## config.mk

```make
export PLATFORM = sky130hd
export DESIGN_NAME = parking_sensor_frontend
export DESIGN_NICKNAME = d
export VERILOG_FILES = /design/src/rtl/parking_pkg.sv /design/src/rtl/parking_lane_detector.sv /design/src/rtl/parking_sensor_frontend.sv
export SDC_FILE = /design/constraint.sdc
export NUM_CORES = 1
export LEC_CHECK = 0
export ABC_AREA = 1
export CAP_MARGIN = 10
export CELL_PAD_IN_SITES_DETAIL_PLACEMENT = 0
export CELL_PAD_IN_SITES_GLOBAL_PLACEMENT = 1
export CORE_ASPECT_RATIO = 0.8
export CORE_UTILIZATION = 50
export CTS_BUF_LIST = sky130_fd_sc_hd__clkbuf_4
export CTS_CLUSTER_SIZE = 14
export DETAILED_ROUTE_END_ITERATION = 12
export DONT_BUFFER_PORTS = 1
export PLACE_DENSITY = 0.81
export SYNTH_ARGS = -nofsm -noshare
export SYNTH_HDL_FRONTEND = slang
export SYNTH_HIERARCHICAL = 1
export SYNTH_SLANG_ARGS = --single-unit
```

## constraint.sdc

```tcl
create_clock -name clk -period 1.6 [get_ports clk]
set_input_delay 0.32 -clock clk [delete_from_list [all_inputs] [get_ports clk]]
set_output_delay 0.32 -clock clk [all_outputs]
set_load 0.005 [all_outputs]
```

## src/rtl/parking_pkg.sv

```systemverilog
// Shared types and defaults for the parking loop-detector front end.
package parking_pkg;

  typedef enum logic [1:0] {
    IDLE,
    WAIT_GATE,
    SERVED,
    FAULT
  } lane_state_t;

  localparam int STUCK_W             = 16;
  localparam int DEF_DEBOUNCE_CYCLES = 16;
  localparam int DEF_STUCK_CYCLES    = 50000;

endpackage

```

## src/rtl/parking_lane_detector.sv

```systemverilog
// One lane: synchronizer, debounce, gate-ack edge detect, request FSM,
// stuck-presence timer and saturating balk counter.
module parking_lane_detector
  import parking_pkg::*;
#(
  parameter int DEBOUNCE_CYCLES = DEF_DEBOUNCE_CYCLES,
  parameter int STUCK_CYCLES    = DEF_STUCK_CYCLES,
  parameter int BALK_W          = 8
) (
  input  logic              clk,
  input  logic              reset_n,
  input  logic              loop_raw,
  input  logic              gate_ack,
  output logic              req,
  output logic              fault,
  output logic [BALK_W-1:0] balk_cnt
);

  localparam int DW = (DEBOUNCE_CYCLES > 1) ? $clog2(DEBOUNCE_CYCLES) : 1;
  localparam logic [DW-1:0]      DCNT_LAST  = DW'(DEBOUNCE_CYCLES - 1);
  localparam logic [STUCK_W-1:0] STUCK_LAST = STUCK_W'(STUCK_CYCLES - 1);

  logic               sync1_q, sync2_q;
  logic               clean_q, clean_d;
  logic [DW-1:0]      dcnt_q, dcnt_d;
  logic               ack_q;
  lane_state_t        state_q, state_d;
  logic [STUCK_W-1:0] stuck_q, stuck_d;
  logic [BALK_W-1:0]  balk_q, balk_d;
  logic               ack_rise;
  logic               stuck_hit;

  assign ack_rise  = gate_ack & ~ack_q;
  assign stuck_hit = (stuck_q == STUCK_LAST);

  // Any sample agreeing with the clean level restarts the run count.
  always_comb begin
    clean_d = clean_q;
    dcnt_d  = '0;
    if (sync2_q != clean_q) begin
      if (dcnt_q == DCNT_LAST) begin
        clean_d = sync2_q;
      end else begin
        dcnt_d = dcnt_q + 1'b1;
      end
    end
  end

  always_comb begin
    state_d = state_q;
    balk_d  = balk_q;
    case (state_q)
      IDLE: begin
        if (clean_q) state_d = WAIT_GATE;
      end
      WAIT_GATE: begin
        if (ack_rise) begin
          state_d = SERVED;
        end else if (!clean_q) begin
          state_d = IDLE;
          if (balk_q != '1) balk_d = balk_q + 1'b1;
        end else if (stuck_hit) begin
          state_d = FAULT;
        end
      end
      SERVED: begin
        if (!clean_q)       state_d = IDLE;
        else if (stuck_hit) state_d = FAULT;
      end
      FAULT: begin
        if (!clean_q) state_d = IDLE;
      end
      default: state_d = IDLE;
    endcase
  end

  // Presence timer spans both WAIT_GATE and SERVED and saturates rather than wrapping.
  always_comb begin
    stuck_d = '0;
    if (state_q == WAIT_GATE || state_q == SERVED) begin
      stuck_d = (stuck_q == '1) ? stuck_q : stuck_q + 1'b1;
    end
  end

  always_ff @(posedge clk or negedge reset_n) begin
    if (!reset_n) begin
      sync1_q <= 1'b0;
      sync2_q <= 1'b0;
      clean_q <= 1'b0;
      dcnt_q  <= '0;
      ack_q   <= 1'b0;
      state_q <= IDLE;
      stuck_q <= '0;
      balk_q  <= '0;
    end else begin
      sync1_q <= loop_raw;
      sync2_q <= sync1_q;
      clean_q <= clean_d;
      dcnt_q  <= dcnt_d;
      ack_q   <= gate_ack;
      state_q <= state_d;
      stuck_q <= stuck_d;
      balk_q  <= balk_d;
    end
  end

  assign req      = (state_q == WAIT_GATE);
  assign fault    = (state_q == FAULT);
  assign balk_cnt = balk_q;

endmodule

```

## src/rtl/parking_sensor_frontend.sv

```systemverilog
// Entry and exit loop conditioning for the parking controller; two
// independent lane detectors, no arbitration between them.
module parking_sensor_frontend
  import parking_pkg::*;
#(
  parameter int DEBOUNCE_CYCLES = DEF_DEBOUNCE_CYCLES,
  parameter int STUCK_CYCLES    = DEF_STUCK_CYCLES,
  parameter int BALK_W          = 8
) (
  input  logic              clk,
  input  logic              reset_n,
  input  logic              entry_loop_raw,
  input  logic              exit_loop_raw,
  input  logic              entry_gate_ack,
  input  logic              exit_gate_ack,
  output logic              entry_req,
  output logic              exit_req,
  output logic              entry_fault,
  output logic              exit_fault,
  output logic [BALK_W-1:0] entry_balk_cnt,
  output logic [BALK_W-1:0] exit_balk_cnt
);

  parking_lane_detector #(
    .DEBOUNCE_CYCLES(DEBOUNCE_CYCLES),
    .STUCK_CYCLES   (STUCK_CYCLES),
    .BALK_W         (BALK_W)
  ) u_entry (
    .clk     (clk),
    .reset_n (reset_n),
    .loop_raw(entry_loop_raw),
    .gate_ack(entry_gate_ack),
    .req     (entry_req),
    .fault   (entry_fault),
    .balk_cnt(entry_balk_cnt)
  );

  parking_lane_detector #(
    .DEBOUNCE_CYCLES(DEBOUNCE_CYCLES),
    .STUCK_CYCLES   (STUCK_CYCLES),
    .BALK_W         (BALK_W)
  ) u_exit (
    .clk     (clk),
    .reset_n (reset_n),
    .loop_raw(exit_loop_raw),
    .gate_ack(exit_gate_ack),
    .req     (exit_req),
    .fault   (exit_fault),
    .balk_cnt(exit_balk_cnt)
  );

endmodule

```

* After elaboration in Yosys (flattened, before gate mapping)
Index checks and enable logic that the tools add are counted.
** Cells by class
- Add/subtract/negate cells :: 6
- Equal/unequal tests :: 22
- Multiplexer cells :: 20
- Bitwise logic cells :: 8
- Reductions and logical operators :: 10
** Operators by type and width (number)
- $eq A16 B16 Y1 const B :: 4
- $mux W16 :: 4
- $add A16 B1 Y16 const B :: 2
- $mux W2 :: 10
- $add A8 B1 Y8 const B :: 2
- $mux W4 :: 4
- $ne A8 B8 Y1 const B :: 2
- $pmux W2 S4 :: 2
- $add A4 B1 Y4 const B :: 2
- $eq A2 B2 Y1 const B :: 4
- $eq A4 B4 Y1 const B :: 2
- $ne A2 B2 Y1 const B :: 4
- $reduce_and A2 Y1 :: 4
- $reduce_and A4 Y1 :: 2
- $not A1 Y1 :: 6
- $eq A2 B1 Y1 const B :: 2
- $logic_not A2 Y1 :: 2
- $ne A2 B1 Y1 const B :: 2
- $and A1 B1 Y1 :: 2
- $logic_or A1 B1 Y1 :: 2
- $ne A1 B1 Y1 :: 2
** Word-level totals
- Flip-flop bits (word level) :: 68
- Bits of input ports :: 6
- Output and inout port bits :: 20
- Word-level logic and storage cells :: 82

* Depth between registers and ports, before layout
Gate-level depths: netlist of run 1.
- Word-level depth :: 5
- Depth in mapped cells :: 10
- Gate-level depth less buffers :: 10

* By module
Netlist of run 1, hierarchy kept.
** By module, submodules not included
- parking_lane_detector at u_exit :: times used 1, cells each 247, area an instance 1954.4 um2, seq. area each 850.8 um2
- parking_lane_detector at u_entry :: times used 1, cells each 243, area an instance 1936.9 um2, seq. area each 850.8 um2

* Least setup slack after synthesis of run 1
No wires, ideal clock.
- Kind :: register -> register
- From :: reg u_entry.state_q[0]
- To :: reg u_entry.stuck_q[14]
- Library setup time :: 78 ps
- Arrival time :: 1313 ps
- Required time :: 1522 ps
- Slack :: 209 ps
- Cell stages (with the launch flop) :: 6
- Path buffers :: 1
- Clock period less this slack :: 1391 ps
- Cell sequence :: dfrtp_1 -> inv_1 -> ha_1 -> clkbuf_1 -> o21ai_0 -> a21oi_1
** On the way
- Longest elaborated chain between the ends :: 3
- Elaborated cells on any way between the ends :: 5
- Classes of those cells :: eq/ne: 3; mux: 1; reduce/logical: 1
** RTL lines
- from (decl) :: RTL line parking_lane_detector.sv:27 : lane_state_t state_q, state_d;
- from (signal assigned) :: RTL line parking_lane_detector.sv:101 : state_q <= state_d;
- $eq A2 B1 Y1 or $eq A2 B2 Y1 (tied branches) :: RTL line parking_lane_detector.sv:80 : if (state_q == WAIT_GATE || state_q == SERVED) begin
- $logic_or A1 B1 Y1 * :: RTL line parking_lane_detector.sv:80
- $ne A2 B2 Y1 (no line) or $mux W16 (tied branches)
- to (signal assigned) :: RTL line parking_lane_detector.sv:102 : stuck_q <= stuck_d;
- to (decl) :: RTL line parking_lane_detector.sv:28 : logic [STUCK_W-1:0] stuck_q, stuck_d;
Mark *: on every way between the ends. The rest lies on a longest branch, timed or not.
A chain may end at the register's enable or synchronous reset.

* Worst setup path in the final report of run 1
- From :: reg u_exit.stuck_q[0]
- To :: reg u_exit.stuck_q[0]
** On the way
- Longest elaborated chain between the ends :: 3
- Elaborated cells on any way between the ends :: 5
- Classes of those cells :: add/sub: 1; eq/ne: 2; mux: 2
** RTL lines
- from (decl) :: RTL line parking_lane_detector.sv:28
- from (signal assigned) :: RTL line parking_lane_detector.sv:102
- $add A16 B1 Y16 :: RTL line parking_lane_detector.sv:81 : stuck_d = (stuck_q == '1) ? stuck_q : stuck_q + 1'b1;
- $mux W16 :: RTL line parking_lane_detector.sv:81
- $mux W16 :: RTL line parking_lane_detector.sv:80
Several ways; a longest one is shown, not always the timed one. The select of a mux whose other input is x is not followed.

==> impl_metrics.env, run 1 <==
export IMPL_dp_cells=603
export IMPL_synth_mux_area_share_pct=0.2572
export IMPL_final_area_sq_um=4373
export IMPL_start_kind="flop"
export IMPL_path_cells="ha_4 -> nand3_4 -> nor3_4 -> nand4_2 -> o21ai_0"
export IMPL_clock_skew_ps=8.966
export IMPL_synth_fp_nets=512
export IMPL_wl_per_cell_microns=12.63
export IMPL_synth_ff_type="dfrtp_1"
export IMPL_cap_violations=0
export IMPL_rows=28
export IMPL_cts_sinks=68
export IMPL_synth_cell_type_count=29
export IMPL_path_max_fanout=6
export IMPL_yosys_area_share_simple_pct=32.60
export IMPL_worstRegToRegCells=5
export IMPL_max_stage_delay_ps=440
export IMPL_clock_path_buffers=2
export IMPL_grt_usage_pct=21.39
export IMPL_placed_area_sq_um=4075
export IMPL_routed_wl_mm=8.007
export IMPL_start_util_pct=52.15
export IMPL_die_area_sq_um=8141
export IMPL_ant_nets=0
export IMPL_synth_seq_cells=68
export IMPL_layout_nets=547
export IMPL_viasPerCell=4.957
export IMPL_cts_made_buffers=9
export IMPL_final_hold_viol_count=68
export IMPL_yosysWarnings=6
export IMPL_gp_congestion=0.8201
export IMPL_outcome="complete, but fails checks"
export IMPL_fp_dieH_microns=80.91
export IMPL_hold_class="in -> async"
export IMPL_slew_headroom_pct=75.21
export IMPL_violations="negative hold slack"
export IMPL_cp_arrival_ps=1870
export IMPL_drive_gt1_share_pct=16.82
export IMPL_slew_violations=0
export IMPL_seq_area_frac_synth_pct=43.73
export IMPL_async_flop_share_pct=100.0
export IMPL_port_buffers=0
export IMPL_syn2layout_area_growth_pct=12.38
export IMPL_ctsHoldBuffers=4
export IMPL_critPathRequiredTime_ps=1920
export IMPL_synth_top_family_by_area="simple AND/OR/NAND/NOR gates"
export IMPL_clockRootBuffer="clkbuf_4"
export IMPL_synth_compound_area_share_pct=5.145
export IMPL_grt_max_degree=69
export IMPL_power_uw=4958
export IMPL_antenna_cells=0
export IMPL_dpl_hpwl_mm=5.742
export IMPL_rsz0062_at_grt="yes"
export IMPL_tritoncts="done"
export IMPL_drc_errors=0
export IMPL_worst_slew_pin_slew_ps=369.0
export IMPL_synth_edff_count=0
export IMPL_num_vias=3143
export IMPL_period_minus_slack_ps=1545
export IMPL_fmax_ghz=0.6471
export IMPL_grt_pass1_vias=2851
export IMPL_antenna_found_initial=0
export IMPL_dieWidth_microns=100.6
export IMPL_cp_end_kind="flop"
export IMPL_fin_cells=634
export IMPL_clkTransAtPathRegs_ps=100
export IMPL_power_density_nw_per_um2=1134
export IMPL_drt_iter0_markers=187
export IMPL_gr_total_overflow=0
export IMPL_avgSynthCellArea_sq_um=7.941
export IMPL_grt_pass1_wl_mm=13.28
export IMPL_setup_tns_ps=0
export IMPL_io_pins=26
export IMPL_cp_slowest_cell="dfrtp_1"
export IMPL_synth_adder_area_share_pct=5.145
export IMPL_h_tree_depth=3
export IMPL_period_share_pct=96.59
export IMPL_r2r_slack_ps=50
export IMPL_clk_latency_ps=400
export IMPL_r2r_end="u_exit/stuck_q[0]"
export IMPL_core_area_sq_um=7462
export IMPL_syn_area_sq_um=3891
export IMPL_worst_hold_slack_ps=-396.8
export IMPL_finalSetupViolations=0
export IMPL_peakVddDrop_mv=0.5637
export IMPL_synth_cells=490
export IMPL_reg2reg_from="u_exit/stuck_q[0]"
export IMPL_drt_pass1_iterations=4
export IMPL_p_leak_uw=0.002212
export IMPL_worstSetupPathType="reg -> reg"
export IMPL_synth_xor_area_share_pct=5.788
power by group:
| group | leakage (uW) | switching, uW | internal, uW | total (uW) |
|---|---|---|---|---|
| sequential | 0.000907 | 287 | 1960 | 2250 |
| combinational | 0.00124 | 1020 | 764 | 1780 |
| clock | 0.0000669 | 571 | 358 | 929 |
| total | 0.00221 | 1880 | 3080 | 4960 |
registers in the layout, indices dropped and copies added (netlist names), 2 cells and up:
signal	count
u_entry/stuck_q	16
u_entry/balk_cnt	8
u_entry/dcnt_q	4
u_exit/stuck_q	16
u_entry/state_q	2
u_exit/dcnt_q	4
u_exit/state_q	2
u_exit/balk_cnt	8
worst max-delay path: cells and delay by family (launching register included):
kind	cells	cell delay, ps
fa+ha+maj	1	180
compound gates	1	200
flops	1	440
simple gates	3	630
logic make-up (layout without fill, tap and decap cells):
| kind of cell | after synthesis | count (layout) |
|---|---|---|
| mux | 1 | 1 |
| xor+xnor | 24 | 24 |
| compound gates | 35 | 35 |
| flops | 68 | 68 |
| buf+inv | 68 | 106 |
| fa+ha+maj | 16 | 16 |
| simple gates | 278 | 279 |
cells in the mapped netlist (2+ instances only):
library cell	instances	area share, %
nand2_1	136	13
nand3_2	2	0.51
buf_6	4	1.2
dfrtp_1	68	44
xor2_2	2	0.84
o31ai_1	5	0.96
xnor2_1	14	3.2
o21ai_0	14	1.8
or2_2	7	1.1
inv_2	3	0.29
nor2_1	55	5.3
xor2_1	8	1.8
nor3_2	4	1.0
nand4_1	11	1.8
inv_1	59	5.7
a21oi_1	8	1.0
o21bai_1	4	0.77
nand2_2	5	0.80
clkbuf_1	2	0.19
o21ai_1	2	0.26
nor2_2	6	0.96
ha_1	16	5.1
nand4_4	2	1.1
nor3_1	9	1.2
nand3_1	39	5.0
a31oi_1	2	0.32
how the worst max path moves through the flow:
stage | from | endpoint | slack [ps] | cells after the start
after floorplan | u_entry/state_q[0] | u_entry/stuck_q[14] | 210 | 5
after global placement | u_exit/stuck_q[0] | u_exit/stuck_q[15] | 120 | 6
after detailed placement | u_exit/stuck_q[0] | u_exit/stuck_q[15] | 60 | 6
after CTS | u_exit/state_q[1] | exit_req | 10 | 3
after global routing | u_exit/stuck_q[0] | u_exit/stuck_q[12] | -60 | 8
final | u_exit/stuck_q[0] | u_exit/stuck_q[0] | 50 | 5
routing by layer:
layer | up-vias | part of all wire (%) | global-route usage (%)
li1 | 1624 | - | -
met1 | 1439 | 52 | 30.55
met2 | 70 | 41 | 30.89
met3 | 10 | 5.5 | 6.799
met4 | 0 | 1.3 | 6.522
met5 | - | 0 | 0
cell type report:
type / count / area [sq um]
clock buffer: 12 / 90.09
clock inverter: 3 / 15.01
fill: 696 / 3089
inverter: 62 / 232.7
multi-input combinational: 355 / 1967
sequential: 68 / 1702
tap: 105 / 131.4
timing repair buffer: 29 / 235.2
metrics by stage:
| step | worst slack, ps | hold WS, ps | utilization, % |
|---|---|---|---|
| 6_report | 54.60 | -396.8 | 58.60 |
| 5_1_grt | -55.90 | -457.0 | 58.60 |
| 4_1_cts | 13.35 | -459.7 | 56.76 |
| 3_5_place_dp | 57.59 | 25.82 | 54.61 |
| 3_3_place_gp | 120.5 | 25.76 | 54.61 |
| 2_1_floorplan | 209.1 | 24.41 | - |
cells in the final DEF, fill, tap and decap left out, types with 2 or more instances in the layout:
master,n
clkinv_2,3
nor2_2,7
or2_2,7
nor3_1,9
xor2_2,2
o21bai_1,4
ha_1,12
ha_2,3
inv_2,6
nand2_1,130
nor2_1,54
nand3_1,38
a21oi_1,8
clkbuf_4,12
o31ai_1,5
o21ai_1,3
nand3_2,2
nor3_2,4
o21ai_0,13
xnor2_1,14
a31oi_1,2
nand4_4,2
buf_4,23
buf_6,2
nand4_1,11
dlygate4sd3_1,4
dfrtp_1,68
xor2_1,8
nand2_2,11
inv_1,56
repair_timing:
| action | CTS | global route |
|---|---|---|
| gates cloned | 0 | 1 |
| setup buffers | 2 | 9 |
| endpoints found under the setup margin | 2 | 17 |
| pin swaps | 0 | 8 |
| gates resized for setup | 2 | 18 |
| endpoints found under the hold margin | 72 | 68 |
No activity file was read; power rests on OpenSTA's default activity.
==> run 2, diff against run 1 <==
- CTS_BUF_LIST: sky130_fd_sc_hd__clkbuf_4 -> sky130_fd_sc_hd__clkbuf_8
- clock period: 1.6 -> 1.5 ns (I/O delays scaled with it)
==> run 2 against run 1 <==
The run still ends with negative hold slack left. Register-to-register slack gained 20 ps. Sequential power grew 5%. Clock skew shrank 0.60 ps. Highest routed layer unchanged. Wire length grew 4.2%. Combinational power grew 25%. Via count grew 2.8%. Power grew 22%. Non-clock buffer count grew 11. Global-route usage grew 0.36 points. Critical path type is now reg -> out. First-iteration DRC count shrank 32%. Core utilization grew 3.3 points.
==> impl_metrics.env, run 2 (same netlist as run 1, synthesis figures left out) <==
export IMPL_outcome="complete, but fails checks"
export IMPL_violations="negative hold slack"
export IMPL_cts_made_buffers=9
export IMPL_grt_usage_pct=21.76
export IMPL_clkTransAtPathRegs_ps=80
export IMPL_path_delay_family="flip-flops"
export IMPL_cp_arrival_ps=1150
export IMPL_internal_power_uw=3852
export IMPL_start_util_pct=52.15
export IMPL_rsz0062_at_grt="yes"
export IMPL_period_minus_slack_ps=1450
export IMPL_fp_dieH_microns=80.91
export IMPL_num_vias=3230
export IMPL_port_buffers=0
export IMPL_p_leak_uw=0.002307
export IMPL_regArea_sq_um=1705
export IMPL_post_place_ws_ps=3.891
export IMPL_ctsHoldBuffers=4
export IMPL_worstRegToRegCells=9
export IMPL_routed_wl_mm=8.340
export IMPL_r2r_slack_ps=70
export IMPL_finalSetupViolations=0
export IMPL_fmax_ghz=0.6899
export IMPL_final_hold_viol_count=68
export IMPL_slew_violations=0
export IMPL_antenna_found_initial=0
export IMPL_hold_class="in -> async"
export IMPL_drt_pass1_iterations=5
export IMPL_power_density_nw_per_um2=1308
export IMPL_multi_input_area_sq_um=2038
export IMPL_syn2layout_area_growth_pct=18.78
export IMPL_p_comb_share_pct=36.9
export IMPL_path_max_fanout=4
export IMPL_layout_common_cells="nand2_1 (133), dfrtp_1 (65), inv_1 (56), nor2_1 (52), nand3_1 (39)"
export IMPL_max_stage_delay_ps=400
export IMPL_path_cells="inv_2 -> ha_2 -> buf_4"
export IMPL_gr_total_overflow=0
export IMPL_setup_slack_ps=50.43
export IMPL_crit_start="u_entry/state_q[1]"
export IMPL_drt_iter0_markers=127
export IMPL_p_sw_share_pct=36.28
export IMPL_cts_sinks=68
export IMPL_grt_max_degree=69
export IMPL_nFillCells=700
export IMPL_largestRegisters="u_entry/stuck_q (16), u_exit/stuck_q (16)"
export IMPL_fin_cells=646
export IMPL_dpl_hpwl_mm=5.892
export IMPL_clockRootBuffer="clkbuf_8"
export IMPL_pwr_share_seq_pct=39.3
export IMPL_p_switching_uw=2193
export IMPL_period_share_pct=96.64
export IMPL_ant_nets=0
export IMPL_reg2reg_from="u_exit/stuck_q[1]"
export IMPL_critPathRequiredTime_ps=1200
export IMPL_viasPerCell=5.000
export IMPL_dp_cells=619
export IMPL_h_tree_depth=3
export IMPL_r2r_end="u_exit/stuck_q[12]"
export IMPL_peakVddDrop_mv=0.6828
export IMPL_worst_slew_pin_slew_ps=407.0
export IMPL_io_pins=26
export IMPL_slew_headroom_pct=72.66
export IMPL_grt_pass1_vias=2947
export IMPL_antenna_cells=0
export IMPL_tritoncts="done"
export IMPL_grt_pass1_wl_mm=13.63
export IMPL_clk_latency_ps=340
export IMPL_worstPathBufferInverterCount=2
export IMPL_clkPwrFrac_pct=23.8
export IMPL_dieWidth_microns=100.6
export IMPL_clock_path_buffers=2
export IMPL_post_route_util_pct=61.94
export IMPL_final_common_cell="nand2_1"
export IMPL_clock_skew_ps=8.363
export IMPL_core_area_sq_um=7462
export IMPL_rows=28
export IMPL_cp_slowest_cell="dfrtp_1"
export IMPL_layout_nets=558
export IMPL_die_area_sq_um=8141
export IMPL_drc_errors=0
export IMPL_wl_per_cell_microns=12.91
export IMPL_worst_hold_slack_ps=-355.5
export IMPL_worstSetupPathType="reg -> out"
export IMPL_gp_congestion=0.8316
export IMPL_cp_end_kind="primary output"
export IMPL_drive_gt1_share_pct=20.33
export IMPL_cap_violations=0
export IMPL_start_kind="flop"
-- run 2: changes by cell type in the layout (fill, tap and decap cells not counted), moves of 4 or more --
cell	change
clkbuf_4	-12
ha_4	+4
ha_1	-4
clkbuf_8	+9
nand2_2	-4
buf_4	+10
-- run 2: cell type report --
type | instances | share of cell area (%)
multi-input cells | 355 | 44.10
flip-flops and latches | 68 | 36.90
repair buffers | 40 | 7.147
inverters | 62 | 5.035
well taps | 105 | 2.842
clock buffers | 9 | 2.680
clock inverters | 7 | 1.299
-- run 2: worst max path at each step --
stage                                to  slack, ps  cells past startpoint
floorplan           u_entry/stuck_q[14]        110                      5
global placement    u_entry/balk_cnt[7]         50                      8
detailed placement   u_entry/stuck_q[8]          4                      5
CTS                            exit_req          8                      3
global route         u_exit/stuck_q[12]        -30                      9
finish                        entry_req         50                      3
-- run 2: metrics by stage --
stage	power, uW	TNS (ps)	instance area [sq um]	hold slack, ps
6_report	6046	0	4622	-355.5
4_1_cts	5824	0	4429	-373.7
3_5_place_dp	4321	0	4195	5.753
2_1_floorplan	3628	0	3891	4.409
3_3_place_gp	4290	0	4195	5.972
5_1_grt	6487	-124.3	4622	-387.9
-- run 2: layer usage --
metal | track usage [%] | routed length, microns | up-vias
li1 | - | - | 1652
met1 | 31.23 | 4330 | 1500
met2 | 31.92 | 3463 | 73
met3 | 6.368 | 499 | 5
met4 | 6.087 | 46 | 0
met5 | 0 | 0 | -
-- run 2: what timing repair did --
item | CTS | global route
setup endpoints to repair | 2 | 41
gates cloned | 0 | 1
buffers inserted | 0 | 6
pin swaps | 0 | 8
resized for setup | 4 | 34
hold endpoints to repair | 72 | 68
-- run 2: power by group through the flow --
stage | clock (uW) | combinational (uW) | sequential, uW
4_1_cts | 1490 | 2010 | 2320
6_report | 1440 | 2230 | 2370
3_5_place_dp | 0 | 1970 | 2350
2_1_floorplan | 0 | 1260 | 2370
3_3_place_gp | 0 | 1950 | 2350
5_1_grt | 1560 | 2520 | 2410
==> run 3, diff against run 2 <==
- CORE_UTILIZATION: 50 -> 25
- PLACE_DENSITY: 0.81 -> 0.45
==> run 3 against run 2 <==
The run still ends with negative hold slack left. Register-to-register slack barely moved. Global-route usage fell by 8.5 points. Maximum frequency rose by 0.37%. Via count fell by 0.65%. Flip-flop and latch count did not move. Critical endpoint unchanged. Largest cell class unchanged.
==> impl_metrics.env, run 3 (same netlist as run 1, synthesis figures left out) <==
export IMPL_outcome="complete, but fails checks"
export IMPL_violations="negative hold slack"
export IMPL_drc_errors=0
export IMPL_dpl_hpwl_mm=6.926
export IMPL_clkTransAtPathRegs_ps=70
export IMPL_num_vias=3209
export IMPL_multi_input_area_sq_um=2058
export IMPL_final_common_cell="nand2_1"
export IMPL_drt_pass1_iterations=4
export IMPL_tritoncts="done"
export IMPL_grt_usage_pct=13.27
export IMPL_worst_hold_slack_ps=-365.5
export IMPL_clockRootBuffer="clkbuf_8"
export IMPL_cap_violations=0
export IMPL_io_pins=26
export IMPL_core_area_sq_um=15110
export IMPL_clk_latency_ps=360
export IMPL_cts_sinks=68
export IMPL_critPathRequiredTime_ps=1200
export IMPL_grt_pass1_wl_mm=16.13
export IMPL_worst_slew_pin_slew_ps=507.0
export IMPL_r2r_slack_ps=70
export IMPL_cp_end_kind="primary output"
export IMPL_dieWidth_microns=141.5
export IMPL_gp_congestion=0.7528
export IMPL_worstRegToRegCells=8
export IMPL_layout_common_cells="nand2_1 (127), dfrtp_1 (67), inv_1 (57), nor2_1 (51), buf_4 (47)"
export IMPL_clock_path_buffers=2
export IMPL_viasPerCell=4.189
export IMPL_clock_skew_ps=8.741
export IMPL_slew_violations=0
export IMPL_period_minus_slack_ps=1444
export IMPL_fmax_ghz=0.6924
export IMPL_path_max_fanout=4
export IMPL_p_sw_share_pct=37.07
export IMPL_drive_gt1_share_pct=23.56
export IMPL_start_util_pct=25.75
export IMPL_grt_max_degree=69
export IMPL_antenna_found_initial=0
export IMPL_power_density_nw_per_um2=1252
export IMPL_peakVddDrop_mv=0.4334
export IMPL_syn2layout_area_growth_pct=24.98
export IMPL_period_share_pct=96.28
export IMPL_worstSetupPathType="reg -> out"
export IMPL_wl_per_cell_microns=12.83
export IMPL_ctsHoldBuffers=4
export IMPL_antenna_cells=0
export IMPL_layout_nets=574
export IMPL_port_buffers=0
export IMPL_clkPwrFrac_pct=22.3
export IMPL_rows=40
export IMPL_largestRegisters="u_entry/stuck_q (16), u_exit/stuck_q (16)"
export IMPL_h_tree_depth=3
export IMPL_pwr_share_seq_pct=38.7
export IMPL_nFillCells=1670
export IMPL_slew_headroom_pct=66.07
export IMPL_setup_slack_ps=55.75
export IMPL_post_route_util_pct=32.18
export IMPL_internal_power_uw=3831
export IMPL_finalSetupViolations=0
export IMPL_die_area_sq_um=16070
export IMPL_regArea_sq_um=1703
export IMPL_routed_wl_mm=9.828
export IMPL_final_hold_viol_count=68
export IMPL_crit_start="u_entry/state_q[0]"
export IMPL_start_kind="flop"
export IMPL_post_place_ws_ps=-13.04
export IMPL_gr_total_overflow=0
export IMPL_final_area_sq_um=4863
export IMPL_placed_area_sq_um=4357
export IMPL_p_switching_uw=2257
export IMPL_rsz0062_at_grt="yes"
export IMPL_ant_nets=0
export IMPL_fp_dieH_microns=113.6
export IMPL_hold_class="in -> async"
export IMPL_grt_pass1_vias=3068
export IMPL_reg2reg_from="u_exit/stuck_q[0]"
export IMPL_p_comb_share_pct=38.9
export IMPL_drt_iter0_markers=171
export IMPL_r2r_end="u_exit/stuck_q[10]"
export IMPL_cts_made_buffers=9
export IMPL_p_leak_uw=0.002387
export IMPL_cp_arrival_ps=1140
run 3: metrics by stage:
step	power, uW	instances	TNS [ps]
floorplan	3628	490	0
global placement	4416	728	0
detailed placement	4407	728	-50.34
CTS	5963	755	-3.638
global route	6610	766	-202.9
finish	6088	766	0
run 3: worst max-delay path: stages, from the launching register on:
cell and delay [ps]:
dfrtp_1 430, ha_2 210, buf_4 150
run 3: how the worst max path moves through the flow:
| stage | slack [ps] | endpoint | cells past startpoint |
|---|---|---|---|
| after detailed placement | -10 | u_exit/stuck_q[13] | 6 |
| after floorplan | 110 | u_entry/stuck_q[14] | 5 |
| final | 60 | entry_req | 2 |
| after global placement | 50 | u_exit/stuck_q[10] | 8 |
| after global routing | -30 | u_exit/stuck_q[3] | 6 |
| after CTS | -3 | u_exit/stuck_q[0] | 6 |
run 3: power by group through the flow:
stage / Combinational (uW) / Sequential (uW) / Clock, uW
after floorplan: 1260 / 2370 / 0
after global placement: 2070 / 2350 / 0
after detailed placement: 2050 / 2350 / 0
after CTS: 2150 / 2330 / 1480
after global routing: 2680 / 2400 / 1530
final: 2370 / 2360 / 1360
run 3: timing repair:
item / in CTS / in global routing
setup buffers: 7 / 10
endpoints found under the setup margin: 9 / 43
hold endpoints to repair: 72 / 68
resized for setup: 6 / 38
pin swaps: 3 / 12
gates cloned: 1 / 1
run 3: layer usage:
layer  wire [microns]  GRT usage, %
met1             5477         19.50
met4              132         4.946
met5                0             0
met3              464         4.492
met2             3753         17.59
run 3: area by class of cell:
type | instances | area share (%)
Multi-Input combinational cell | 356 | 42.32
Sequential cell | 68 | 35.01
Timing Repair Buffer | 55 | 9.004
Tap cell | 210 | 5.403
Inverter | 62 | 4.785
Clock buffer | 11 | 3.113
Clock inverter | 4 | 0.3602
